## src/rtl/serial_paralelo_idl_pkg.sv

```systemverilog
// Physical-layer constants and types shared by the IDL serialiser, deserialiser
// and the byte striping / un-striping blocks.
package serial_paralelo_idl_pkg;

    localparam logic [7:0] COM = 8'hBC;

    typedef enum logic [1:0] {
        SEARCH = 2'd0,
        ALIGN  = 2'd1,
        ACTIVE = 2'd2
    } rxState_e;

endpackage

```

## src/rtl/serial_paralelo_idl.sv

```systemverilog
// Serial-to-parallel IDL receiver: bit-granular COM search, byte alignment over
// BC_COUNT consecutive COMs, then per-byte delivery with valid and idle flags.
module serial_paralelo_idl
    import serial_paralelo_idl_pkg::*;
#(
    parameter int BC_COUNT = 4
) (
    input  logic       clk_32f,
    input  logic       reset_L,
    input  logic       data_in,
    output logic [7:0] data_out,
    output logic       valid_out,
    output logic       active,
    output logic       IDL
);

    localparam logic [3:0] BC_COUNT_C = 4'(BC_COUNT);

    rxState_e   state_q, state_d;
    logic [7:0] shift_q;
    logic [2:0] bitCnt_q, bitCnt_d;
    logic [3:0] comCnt_q, comCnt_d;
    logic [7:0] dataOut_q, dataOut_d;
    logic       validOut_q, validOut_d;
    logic       active_q, active_d;

    logic [7:0] window;
    logic       windowIsCom;
    logic       boundary;
    logic       lockEdge;

    assign window      = {shift_q[6:0], data_in};
    assign windowIsCom = (window == COM);
    assign boundary    = (bitCnt_q == 3'd7);

    // The edge that completes the final required COM; shared by both processes.
    always_comb begin
        lockEdge = 1'b0;
        if (state_q == SEARCH && windowIsCom && BC_COUNT_C == 4'd1) begin
            lockEdge = 1'b1;
        end else if (state_q == ALIGN && boundary && windowIsCom &&
                     (comCnt_q + 4'd1) >= BC_COUNT_C) begin
            lockEdge = 1'b1;
        end
    end

    always_ff @(posedge clk_32f) begin
        if (!reset_L) begin
            state_q    <= SEARCH;
            shift_q    <= 8'h00;
            bitCnt_q   <= 3'd0;
            comCnt_q   <= 4'd0;
            dataOut_q  <= 8'h00;
            validOut_q <= 1'b0;
            active_q   <= 1'b0;
        end else begin
            state_q    <= state_d;
            shift_q    <= window;
            bitCnt_q   <= bitCnt_d;
            comCnt_q   <= comCnt_d;
            dataOut_q  <= dataOut_d;
            validOut_q <= validOut_d;
            active_q   <= active_d;
        end
    end

    always_comb begin
        state_d  = state_q;
        bitCnt_d = bitCnt_q;
        comCnt_d = comCnt_q;
        unique case (state_q)
            SEARCH: begin
                if (windowIsCom) begin
                    bitCnt_d = 3'd0;
                    comCnt_d = 4'd1;
                    state_d  = lockEdge ? ACTIVE : ALIGN;
                end
            end
            ALIGN: begin
                bitCnt_d = bitCnt_q + 3'd1;
                if (boundary) begin
                    if (windowIsCom) begin
                        if (lockEdge) begin
                            comCnt_d = BC_COUNT_C;
                            state_d  = ACTIVE;
                        end else begin
                            comCnt_d = comCnt_q + 4'd1;
                        end
                    end else begin
                        // A broken run drops the whole count; this window is not re-searched.
                        comCnt_d = 4'd0;
                        state_d  = SEARCH;
                    end
                end
            end
            ACTIVE: begin
                bitCnt_d = bitCnt_q + 3'd1;
            end
            default: begin
                state_d  = SEARCH;
                bitCnt_d = 3'd0;
                comCnt_d = 4'd0;
            end
        endcase
    end

    always_comb begin
        dataOut_d  = dataOut_q;
        validOut_d = validOut_q;
        active_d   = active_q;
        if (lockEdge) begin
            active_d   = 1'b1;
            dataOut_d  = COM;
            validOut_d = 1'b0;
        end else if (state_q == ACTIVE && boundary) begin
            dataOut_d  = window;
            validOut_d = !windowIsCom;
        end
    end

    assign data_out  = dataOut_q;
    assign valid_out = validOut_q;
    assign active    = active_q;
    assign IDL       = ~active_q;

endmodule

```

## config.mk

```make
export PLATFORM = sky130hd
export DESIGN_NAME = serial_paralelo_idl
export DESIGN_NICKNAME = d
export VERILOG_FILES = /design/src/rtl/serial_paralelo_idl_pkg.sv /design/src/rtl/serial_paralelo_idl.sv
export SDC_FILE = /design/constraint.sdc
export NUM_CORES = 1
export LEC_CHECK = 0
export ABC_CLOCK_PERIOD_IN_PS = 1860
export BUFFER_PORTS_ARGS = -buffer_cell sky130_fd_sc_hd__buf_2
export CAP_MARGIN = 0
export CORE_UTILIZATION = 23
export CTS_CLUSTER_SIZE = 30
export DETAILED_ROUTE_END_ITERATION = 10
export PLACE_DENSITY_LB_ADDON = 0.2
export SETUP_SLACK_MARGIN = 0.1
export SYNTH_ARGS = -nofsm -noshare
export SYNTH_HDL_FRONTEND = slang
export SYNTH_SLANG_ARGS = --single-unit
```

## constraint.sdc

```tcl
create_clock -name clk_32f -period 1.86 [get_ports clk_32f]
set_input_delay 0.372 -clock clk_32f [delete_from_list [all_inputs] [get_ports clk_32f]]
set_output_delay 0.372 -clock clk_32f [all_outputs]
set_load 0.02 [all_outputs]
```

==> results_dict.tcl <==
set metrics [dict create \
    initial_core_util_pct 23.9 \
    path_clk_slew_ps 90 \
    worstSetupPathType "reg2reg" \
    synthMuxAreaShare_pct 5.28 \
    synthToLayoutAreaGrowth_pct 28.1 \
    yosys.area_share.xor_xnor_pct 0 \
    finalCriticalPeriod_ps 1810 \
    dp.final_hpwl_um 1710 \
    synth_top_family_by_area "simple AND/OR/NAND/NOR gates" \
    h-tree-depth 1 \
    yosys.area_share.simple_pct 22.3 \
    max_slew_margin_pct 68.6 \
    p_sw_share_pct 18.9 \
    irDropWorstVdd_v 0.000401 \
    pwr-share-clk_pct 44.8 \
    design.die.area_mm2 0.00523 \
    antenna_found_initial 0 \
    p_per_area_mw_per_mm2 727 \
    finalClockSkew_ps 3.88 \
    setup_viol 0 \
    hold_viol 0 \
    ys_seq_elements 26 \
    p_switching_w 0.000200 \
    coreArea_mm2 0.00475 \
    dp.cells 206 \
    die_w_um 72.3 \
    syn_area_per_cell_um2 9.56 \
    slew_violations 0 \
    cts_buffers 3 \
    fp-row-count 25 \
    grt_use_total_pct 9.93 \
    grt_max_degree 25 \
    critical_path.max_fanout 4 \
    synthAdderAreaFrac_pct 6.60 \
    power.leakage_nw 0.613 \
    fin_crit_sh_pct 97.4 \
    ant_nets 0 \
    synth_compound_area_share_pct 17.1 \
    fillCellCount 513 \
    hold_ws_ps 434 \
    yosys_warnings 0 \
    rsz0062_at_grt "true" \
    hold_buffers 0 \
    yosysSeqAreaShare_pct 45.8 \
    synth.top_cell.area_share_pct 45.8 \
    power_w 0.00106 \
    clock_tree.root_cell "clkbuf_8" \
    globalplace.congestion 0.778 \
    synth_top_cell_by_area "dfxtp_1" \
    internal_power_w 0.000859 \
    grt_overflow 0 \
    final_nets 155 \
    clk_path_buf_depth 2 \
    worstMarginPinSlew_ps 470 \
    post-place-ws_ps -114 \
    multi_input_area_um2 598 \
    n_antenna_cell 0 \
    syn_area_mm2 0.00114 \
    die_h_um 72.3 \
    utilization_pct 30.6 \
    drv_cap 0 \
    reg2reg_depth 5 \
    syn_inst 119 \
    cts_tree "done" \
    numClockSinks 26 \
    grt_pass1_vias 849 \
    grt_pass1_wl_um 4010 \
    end_kind "flip-flop" \
    sequential_cell_area_um2 522 \
    hold_class "in2reg" \
    vias 876 \
    fin_ws_ps 49.2 \
    hold_path_depth 3 \
    drc 0 \
    max_freq_mhz 552 \
    viasPerCell 4.13 \
    drive_gt1_share_pct 29.7 \
    critPathRequiredTime_ps 2070 \
    wirelength_um 2390 \
    p_comb_share_pct 2.1 \
    fin_cells 212 \
    pwr-share-seq_pct 53.1 \
    io_pins 14 \
    drtIter0Drc 27 \
    status "finished clean" \
    drt-wirelength-per-cell_um 11.3 \
    io_buffers 13 \
    clk_latency_ps 270 \
    firstDrtPassIters 4 \
    ys_top_cells_by_area "dfxtp_1, ha_1, a21boi_0" \
    critPathLaunchType "flip-flop" \
    arrival_ps 2020 \
    syn_nets 128 \
    synth_cell_types 30 \
]
[power by group through the flow]
| stage | clock (W) | sequential [W] | combinational [W] |
|---|---|---|---|
| finish | 0.000474 | 0.000562 | 0.0000224 |
| global route | 0.000512 | 0.000563 | 0.0000252 |
| CTS | 0.000495 | 0.000562 | 0.0000228 |
| detailed placement | 0 | 0.000575 | 0.0000226 |
| global placement | 0 | 0.000575 | 0.0000226 |
| floorplan | 0 | 0.000574 | 0.0000120 |
[sequential cells by signal (all words and copies together) (netlist names)]
name,count
data_out,8
shift_q,7
comCnt_q,4
bitCnt_q,3
state_q,2
active,1
valid_out,1
[per-stage QoR]
step	setup TNS [ps]	area, um^2
finish	0	1460
floorplan	0	1140
detailed placement	-119	1350
global route	-26.2	1460
global placement	-105	1350
CTS	0	1440
[routing by layer]
layer | vias to the layer above | track usage (%) | share of wire (%)
met5 | - | 0 | 0
met4 | 0 | 5.45 | 1.8
met2 | 10 | 14.4 | 43
li1 | 464 | - | -
met3 | 4 | 2.22 | 2.4
met1 | 398 | 13.5 | 53
[layout make-up]
class,instances,share of cell area [%]
clock buffers,3,2.84
clock inverters,1,2.06
inverters,5,1.29
multi-input cells,84,41.1
flip-flops and latches,26,35.8
well taps,67,5.76
repair buffers,26,11.2
[critical path, stage by stage (launching register included)]
cell	delay, ps
dfxtp_1	320
or4b_4	550
o21ai_4	170
nand2_4	70
or4b_1	500
a21boi_1	130
[cell usage in the layout (no fill, tap or decap), drive strengths merged]
cell | netlist | routed
and3 | 1 | 1
and2 | 10 | 10
a21oi | 7 | 7
o21a | 1 | 1
buf | 0 | 26
o211ai | 2 | 2
o221a | 1 | 1
clkbuf | 4 | 3
inv | 5 | 5
nand4 | 2 | 2
nor3b | 2 | 2
mux2i | 6 | 6
o21ai | 2 | 2
or4b | 2 | 2
nand2 | 16 | 16
nand3 | 5 | 5
bufinv | 0 | 1
nand3b | 1 | 1
dfxtp | 26 | 26
o211a | 1 | 1
nor3 | 1 | 1
nor2 | 5 | 5
a21boi | 10 | 10
nor2b | 1 | 1
a41o | 1 | 1
ha | 6 | 6
o31a | 1 | 1
[final timing paths]
kind | startpoint | slack (ps) | end
worst min-delay path | data_in | 430 | shift_q[0]
worst min register to register | data_out[1] | 460 | data_out[1]
worst max-delay path | shift_q[5] | 50 | comCnt_q[1]
worst max register to register | shift_q[5] | 50 | comCnt_q[1]
[cell families (layout without fill, tap and decap cells)]
| family | count (synthesis) | in the layout |
|---|---|---|
| fa+ha+maj | 6 | 6 |
| compound gates | 26 | 26 |
| flops | 26 | 26 |
| simple gates | 46 | 46 |
| mux | 6 | 6 |
| buf+inv | 9 | 35 |
[synth_stat cells]
cell type	count
dfxtp_1	26
nand2_1	15
a21boi_0	9
and2_1	8
a21oi_1	7
ha_1	6
mux2i_1	6
inv_1	5
nand3_1	5
nor2_1	5
clkbuf_1	4
and2_2	2
nand4_1	2
nor3b_1	2
o211ai_1	2
a21boi_1	1
a41o_1	1
and3_2	1
nand2_4	1
nand3b_1	1
nor2b_1	1
nor3_1	1
o211a_1	1
o21a_1	1
o21ai_0	1
o21ai_4	1
o221a_2	1
o31a_1	1
or4b_1	1
or4b_4	1
[what timing repair did]
item	in CTS	in global routing
resized for setup	1	5
setup endpoints to repair	2	12
pin swaps	2	1
hold endpoints to repair	0	0
buffers inserted	1	1
cloned	0	0
No activity file was read; power rests on OpenSTA's default activity.
